[src/rtl/sweep_tracker_pkg.sv]
// Shared state encoding and servo_driver direction codes for the sweep tracker.
package sweep_tracker_pkg;

  localparam logic [2:0] ST_IDLE   = 3'd0;
  localparam logic [2:0] ST_HOME   = 3'd1;
  localparam logic [2:0] ST_SWEEP  = 3'd2;
  localparam logic [2:0] ST_RETURN = 3'd3;
  localparam logic [2:0] ST_SETTLE = 3'd4;

  // dir[0] drives BTN_0 (CCW), dir[1] drives BTN_1 (CW); one-hot or zero only
  localparam logic [1:0] DIR_STOP = 2'b00;
  localparam logic [1:0] DIR_CCW  = 2'b01;
  localparam logic [1:0] DIR_CW   = 2'b10;

  typedef struct packed {
    logic [1:0] dir;
    logic       es;
  } drive_t;

  function automatic drive_t state_drive(input logic [2:0] st);
    drive_t d;
    d = '{dir: DIR_STOP, es: 1'b0};
    case (st)
      ST_HOME:   d = '{dir: DIR_CCW, es: 1'b1};
      ST_SWEEP:  d = '{dir: DIR_CW,  es: 1'b1};
      ST_RETURN: d = '{dir: DIR_CCW, es: 1'b0};
      default:   d = '{dir: DIR_STOP, es: 1'b0};
    endcase
    return d;
  endfunction

endpackage

[src/rtl/sweep_peak_tracker.sv]
// Running maximum of the light stream, remembering the servo position of the peak.
module sweep_peak_tracker #(
  parameter int POS_W   = 32,
  parameter int LIGHT_W = 12
) (
  input  logic               clk,
  input  logic               rst_n,
  input  logic               clr,
  input  logic               en,
  input  logic [LIGHT_W-1:0] light,
  input  logic [POS_W-1:0]   pos,
  output logic [LIGHT_W-1:0] best_light,
  output logic [POS_W-1:0]   best_pos
);

  logic [LIGHT_W-1:0] best_light_q, best_light_d;
  logic [POS_W-1:0]   best_pos_q, best_pos_d;

  // Strict compare: equal samples keep the earliest position
  always_comb begin
    best_light_d = best_light_q;
    best_pos_d   = best_pos_q;
    if (clr) begin
      best_light_d = '0;
      best_pos_d   = pos;
    end else if (en && (light > best_light_q)) begin
      best_light_d = light;
      best_pos_d   = pos;
    end
  end

  always_ff @(posedge clk or negedge rst_n) begin
    if (!rst_n) begin
      best_light_q <= '0;
      best_pos_q   <= '0;
    end else begin
      best_light_q <= best_light_d;
      best_pos_q   <= best_pos_d;
    end
  end

  assign best_light = best_light_q;
  assign best_pos   = best_pos_q;

endmodule

[src/rtl/sweep_tracker.sv]
// Home / sweep / return-to-peak controller sitting in front of servo_driver.
module sweep_tracker
  import sweep_tracker_pkg::*;
#(
  parameter int POS_W   = 32,
  parameter int LIGHT_W = 12,
  parameter int POS_MIN = 500,
  parameter int TOL     = 4,
  parameter int TIMEOUT = 50_000_000
) (
  input  logic               CLK,
  input  logic               RST,
  input  logic               START,
  input  logic               ABORT,
  input  logic [LIGHT_W-1:0] LIGHT,
  input  logic               LIGHT_VALID,
  input  logic [POS_W-1:0]   SERVO_POS,
  input  logic               PWM_LIMIT,
  output logic               BTN_0,
  output logic               BTN_1,
  output logic               ES,
  output logic               BUSY,
  output logic               DONE,
  output logic               ERR,
  output logic [POS_W-1:0]   BEST_POS,
  output logic [LIGHT_W-1:0] BEST_LIGHT
);

  localparam int TMR_W = (TIMEOUT > 1) ? $clog2(TIMEOUT + 1) : 1;
  localparam logic [TMR_W-1:0] TMR_LAST = TMR_W'(TIMEOUT - 1);

  logic [2:0]         state_q, state_d;
  logic [TMR_W-1:0]   timer_q, timer_d;
  drive_t             drive_q, drive_d;
  logic               busy_q, busy_d;
  logic               done_q, done_d;
  logic               err_q, err_d;
  logic [POS_W-1:0]   best_pos_q, best_pos_d;
  logic [LIGHT_W-1:0] best_light_q, best_light_d;

  logic               start_acc, active, timed_out, peak_en;
  logic [POS_W-1:0]   cur_best_pos;
  logic [LIGHT_W-1:0] cur_best_light;
  logic [POS_W:0]     ret_tgt;

  assign active    = (state_q == ST_HOME) || (state_q == ST_SWEEP) || (state_q == ST_RETURN);
  assign timed_out = active && (timer_q == TMR_LAST);
  assign peak_en   = (state_q == ST_SWEEP) && LIGHT_VALID;
  // One extra bit so a peak near the top of the range cannot wrap the target
  assign ret_tgt   = {1'b0, cur_best_pos} + (POS_W+1)'(TOL);

  sweep_peak_tracker #(.POS_W(POS_W), .LIGHT_W(LIGHT_W)) u_peak (
    .clk        (CLK),
    .rst_n      (RST),
    .clr        (start_acc),
    .en         (peak_en),
    .light      (LIGHT),
    .pos        (SERVO_POS),
    .best_light (cur_best_light),
    .best_pos   (cur_best_pos)
  );

  always_comb begin
    state_d      = state_q;
    err_d        = err_q;
    done_d       = 1'b0;
    best_pos_d   = best_pos_q;
    best_light_d = best_light_q;
    start_acc    = 1'b0;
    if (ABORT) begin
      state_d = ST_IDLE;
    end else if (timed_out) begin
      state_d = ST_IDLE;
      err_d   = 1'b1;
    end else begin
      case (state_q)
        ST_IDLE: if (START) begin
          state_d   = ST_HOME;
          err_d     = 1'b0;
          start_acc = 1'b1;
        end
        ST_HOME:   if (SERVO_POS <= POS_W'(POS_MIN)) state_d = ST_SWEEP;
        ST_SWEEP:  if (PWM_LIMIT) state_d = ST_RETURN;
        ST_RETURN: if ({1'b0, SERVO_POS} <= ret_tgt) state_d = ST_SETTLE;
        ST_SETTLE: begin
          state_d      = ST_IDLE;
          done_d       = 1'b1;
          best_pos_d   = cur_best_pos;
          best_light_d = cur_best_light;
        end
        default:   state_d = ST_IDLE;
      endcase
    end
    // Timer restarts on any state change and only runs in the motion states
    if (state_d != state_q) timer_d = '0;
    else if (active)        timer_d = timer_q + TMR_W'(1);
    else                    timer_d = timer_q;
    drive_d = state_drive(state_d);
    busy_d  = (state_d != ST_IDLE);
  end

  always_ff @(posedge CLK or negedge RST) begin
    if (!RST) begin
      state_q      <= ST_IDLE;
      timer_q      <= '0;
      drive_q      <= '0;
      busy_q       <= 1'b0;
      done_q       <= 1'b0;
      err_q        <= 1'b0;
      best_pos_q   <= '0;
      best_light_q <= '0;
    end else begin
      state_q      <= state_d;
      timer_q      <= timer_d;
      drive_q      <= drive_d;
      busy_q       <= busy_d;
      done_q       <= done_d;
      err_q        <= err_d;
      best_pos_q   <= best_pos_d;
      best_light_q <= best_light_d;
    end
  end

  assign BTN_0      = drive_q.dir[0];
  assign BTN_1      = drive_q.dir[1];
  assign ES         = drive_q.es;
  assign BUSY       = busy_q;
  assign DONE       = done_q;
  assign ERR        = err_q;
  assign BEST_POS   = best_pos_q;
  assign BEST_LIGHT = best_light_q;

endmodule

[config.mk]
export PLATFORM = sky130hd
export DESIGN_NAME = sweep_tracker
export DESIGN_NICKNAME = d
export VERILOG_FILES = /design/src/rtl/sweep_tracker_pkg.sv /design/src/rtl/sweep_peak_tracker.sv /design/src/rtl/sweep_tracker.sv
export SDC_FILE = /design/constraint.sdc
export NUM_CORES = 1
export LEC_CHECK = 0
export BUFFER_PORTS_ARGS = -buffer_cell sky130_fd_sc_hd__buf_4
export CORE_MARGIN = 2
export CORE_UTILIZATION = 45
export CTS_BUF_LIST = sky130_fd_sc_hd__clkbuf_4 sky130_fd_sc_hd__clkbuf_8 sky130_fd_sc_hd__clkbuf_16
export DETAILED_ROUTE_END_ITERATION = 12
export PLACE_DENSITY_LB_ADDON = 0.25
export SLEW_MARGIN = 20
export SYNTH_ARGS = -nofsm -noshare
export SYNTH_HDL_FRONTEND = slang
export SYNTH_SLANG_ARGS = --single-unit
[constraint.sdc]
create_clock -name CLK -period 3.9 [get_ports CLK]
set_input_delay 1.17 -clock CLK [delete_from_list [all_inputs] [get_ports CLK]]
set_output_delay 1.17 -clock CLK [all_outputs]
set_load 0.1 [all_outputs]
==> out/metrics.yaml <==
clk_latency_ns: 0.42
finish.instance_area_um2: 9150
via_per_inst: 6.08
grt_start_max_net_pins: 69
hold_start: "BEST_POS[8]"
wirelength_mm: 20.1
cp_slowest_cell: "or4_1"
h-tree-depth: 4
critPathBufInv: 1
pwr_density_cell_nw_per_um2: 386
grt_overflow: 0
fin_nets: 922
yosys_warnings: 0
ir_drop_mv: 0.290
r2r_setup_slack_ns: 0.12
clock-root-buffer: "clkbuf_16"
worstHoldPathType: "reg -> reg"
postSynthCellCount: 726
fin_crit_sh_pct: 96.9
maxSlewHeadroom_pct: 40.8
dr_total_vias: 6412
drive_above_1_share_pct: 29.8
end_kind: "flop"
met1_length_mm: 8.54
path_clk_slew_ns: 0.06
fin_crit_ns: 3.78
drt_iter0_markers: 563
cts_sinks: 123
slowest_delay_ns: 0.56
ys_seq_area_share_pct: 41.8
netlist_area_um2: 7360
finalSetupViolations: 0
crit_path_start_kind: "flop"
gr-usage-all-layers_pct: 23.6
path_class: "reg -> reg"
finalHoldViolCount: 0
yosys-top-cells-area: "dfrtp_1 (42%), ha_1 (7.8%), mux2_2 (6.7%), o311ai_0 (5.1%), nand2_1 (4.8%)"
nFillCells: 1388
crit_family: "simple AND/OR/NAND/NOR gates"
num_rows: 46
synth_top_area_cell: "dfrtp_1"
min_to: "BEST_POS[8]"
intPower_uw: 2570
numPortBuffers: 99
r2r_end: "timer_q[6]"
hold_depth: 1
max-cap-violations: 0
synth_flop_cell: "dfrtp_1"
drc_errors: 0
outcome: "finished clean"
numCtsBuffers: 17
cts.path.max_buffers: 2
synth.most_common_cell: "dfrtp_1"
wl_met3_mm: 1.39
synthArstFlopShare_pct: 100
rsz0062_at_grt: "yes"
utilization_pct: 57.4
place_area_um2: 8420
slew_violations: 0
hold_slack_ns: 0.504
worst_pin_slew_ns: 0.888
place_ws_ns: 0.0598
first_global_vias: 6590
yosysTopAreaCellShare_pct: 41.8
first_pass_iters: 5
stdcell_count: 1054
path_cells: "nand4_1, or4_4, or2_4, nor3_4, nand2_1, xor2_1, ha_1, nand4_1, or4_1, a21oi_2, o2111ai_4, clkbuf_16, a21oi_2"
crit_required_ns: 4.25
dieWidth_um: 132
fin_ws_ns: 0.122
critPathArrivalTime_ns: 4.13
netSwitchingFraction_pct: 27.3
fmax_mhz: 265
crit_fanout: 13
antenna_cells: 0
power.leakage_uw: 0.00400
antenna_found_initial: 0
grt_pass1_wl_mm: 33.3
cts_hold_buf: 0
synth_nets: 822
syn_to_final_growth_pct: 24.3
wl_per_cell_um: 19.1
ant_nets: 0
ys_ff_latch: 123
dpl.cell_count: 1017
die-area_um2: 17400
clockPowerShare_pct: 44.1
ff2ff_path_depth: 13
skew_ns: 0.0104
r2r-start: "u_peak.best_pos[9]"
wl_met2_mm: 9.89
gp_congestion: 0.970
routed.top_layer: "met4"
synth.distinct_cells: 54
synth-edff-count: 0
power_frac_seq_pct: 40.7
start_util_pct: 46.2
core_um2: 15900
synth_area_per_cell_um2: 10.1
post-dp-hpwl_mm: 13.6
p_switching_uw: 964
synth.top_cells.by_count: "dfrtp_1 (123), nand2_1 (94), ha_1 (46), mux2_2 (44), o311ai_0 (43)"
die_h_um: 132
p_comb_share_pct: 15.1
cts_tree: "done"
ios: 100
routing by layer:
layer,up-vias,GRT usage [%]
met5,-,0
met4,0,7.91
met3,33,5.27
met2,295,39.6
met1,3159,30.2
li1,2925,-
logic make-up after synthesis:
logic type | Yosys count | share of synthesized area, %
AOI/OAI and AO/OA | 165 | 17.6
xor gates and xnor gates | 53 | 6.31
adders and majority gates | 46 | 7.82
buffers and inverters | 68 | 3.84
DFF | 123 | 41.8
muxes | 46 | 7.00
and+or+nand+nor | 225 | 15.7
cell usage in the layout (no fill, tap or decap), drive strengths merged, types with 4 or more instances in the layout:
master  count
clkinv      5
nor2       25
a21oi      42
and3        9
mux2       44
inv        23
and4        6
a21o        5
nand3      20
o311ai     44
o31ai      11
o21ai      11
nand2      94
dfrtp     123
nor4       12
xnor2      19
clkbuf     25
nor4b       4
buf       124
ha         46
xor2       34
nand2b      5
nor3        7
nand4      29
o211ai     33
through the flow:
step                      total power (µW)  TNS (ns)
final                                 3530         0
after global routing                  3700     -1.05
after CTS                             3530         0
after detailed placement              1960         0
after global placement                1930         0
after floorplan                       1740         0
power by group through the flow:
stage | logic (µW) | registers, µW | clock network [µW]
6_report | 535 | 1440 | 1560
5_1_grt | 596 | 1450 | 1660
4_1_cts | 513 | 1430 | 1580
3_5_place_dp | 503 | 1450 | 0
3_3_place_gp | 480 | 1450 | 0
2_1_floorplan | 303 | 1440 | 0
worst max-delay path by stage:
stage	startpoint	endpoint	cells past startpoint
global placement	u_peak.best_pos[9]	BTN_0	12
global route	u_peak.best_pos[10]	timer_q[12]	13
floorplan	u_peak.best_pos[7]	timer_q[14]	14
detailed placement	u_peak.best_pos[9]	timer_q[3]	14
finish	u_peak.best_pos[9]	timer_q[6]	13
CTS	u_peak.best_pos[9]	timer_q[3]	14
flip-flops by register name (all words and copies together) (netlist names), 3 cells and up:
signal	cells
BEST_LIGHT	12
timer_q	26
u_peak.best_light	12
state_q	3
BEST_POS	32
u_peak.best_pos	32
final cells by class:
type / instances / area [µm²] / area share, %
Inverter: 23 / 86.3 / 0.944
Clock inverter: 8 / 92.6 / 1.01
Multi-Input combinational cell: 535 / 4100 / 44.8
Sequential cell: 123 / 3080 / 33.7
Timing Repair Buffer: 126 / 1030 / 11.3
Tap cell: 216 / 270 / 2.95
Clock buffer: 23 / 489 / 5.35
what timing repair did:
item | in CTS | in global routing
setup buffers | 0 | 4
gates resized for setup | 0 | 15
endpoints found under the setup margin | 0 | 30
Note: power is estimated with default switching activity, not from simulation.
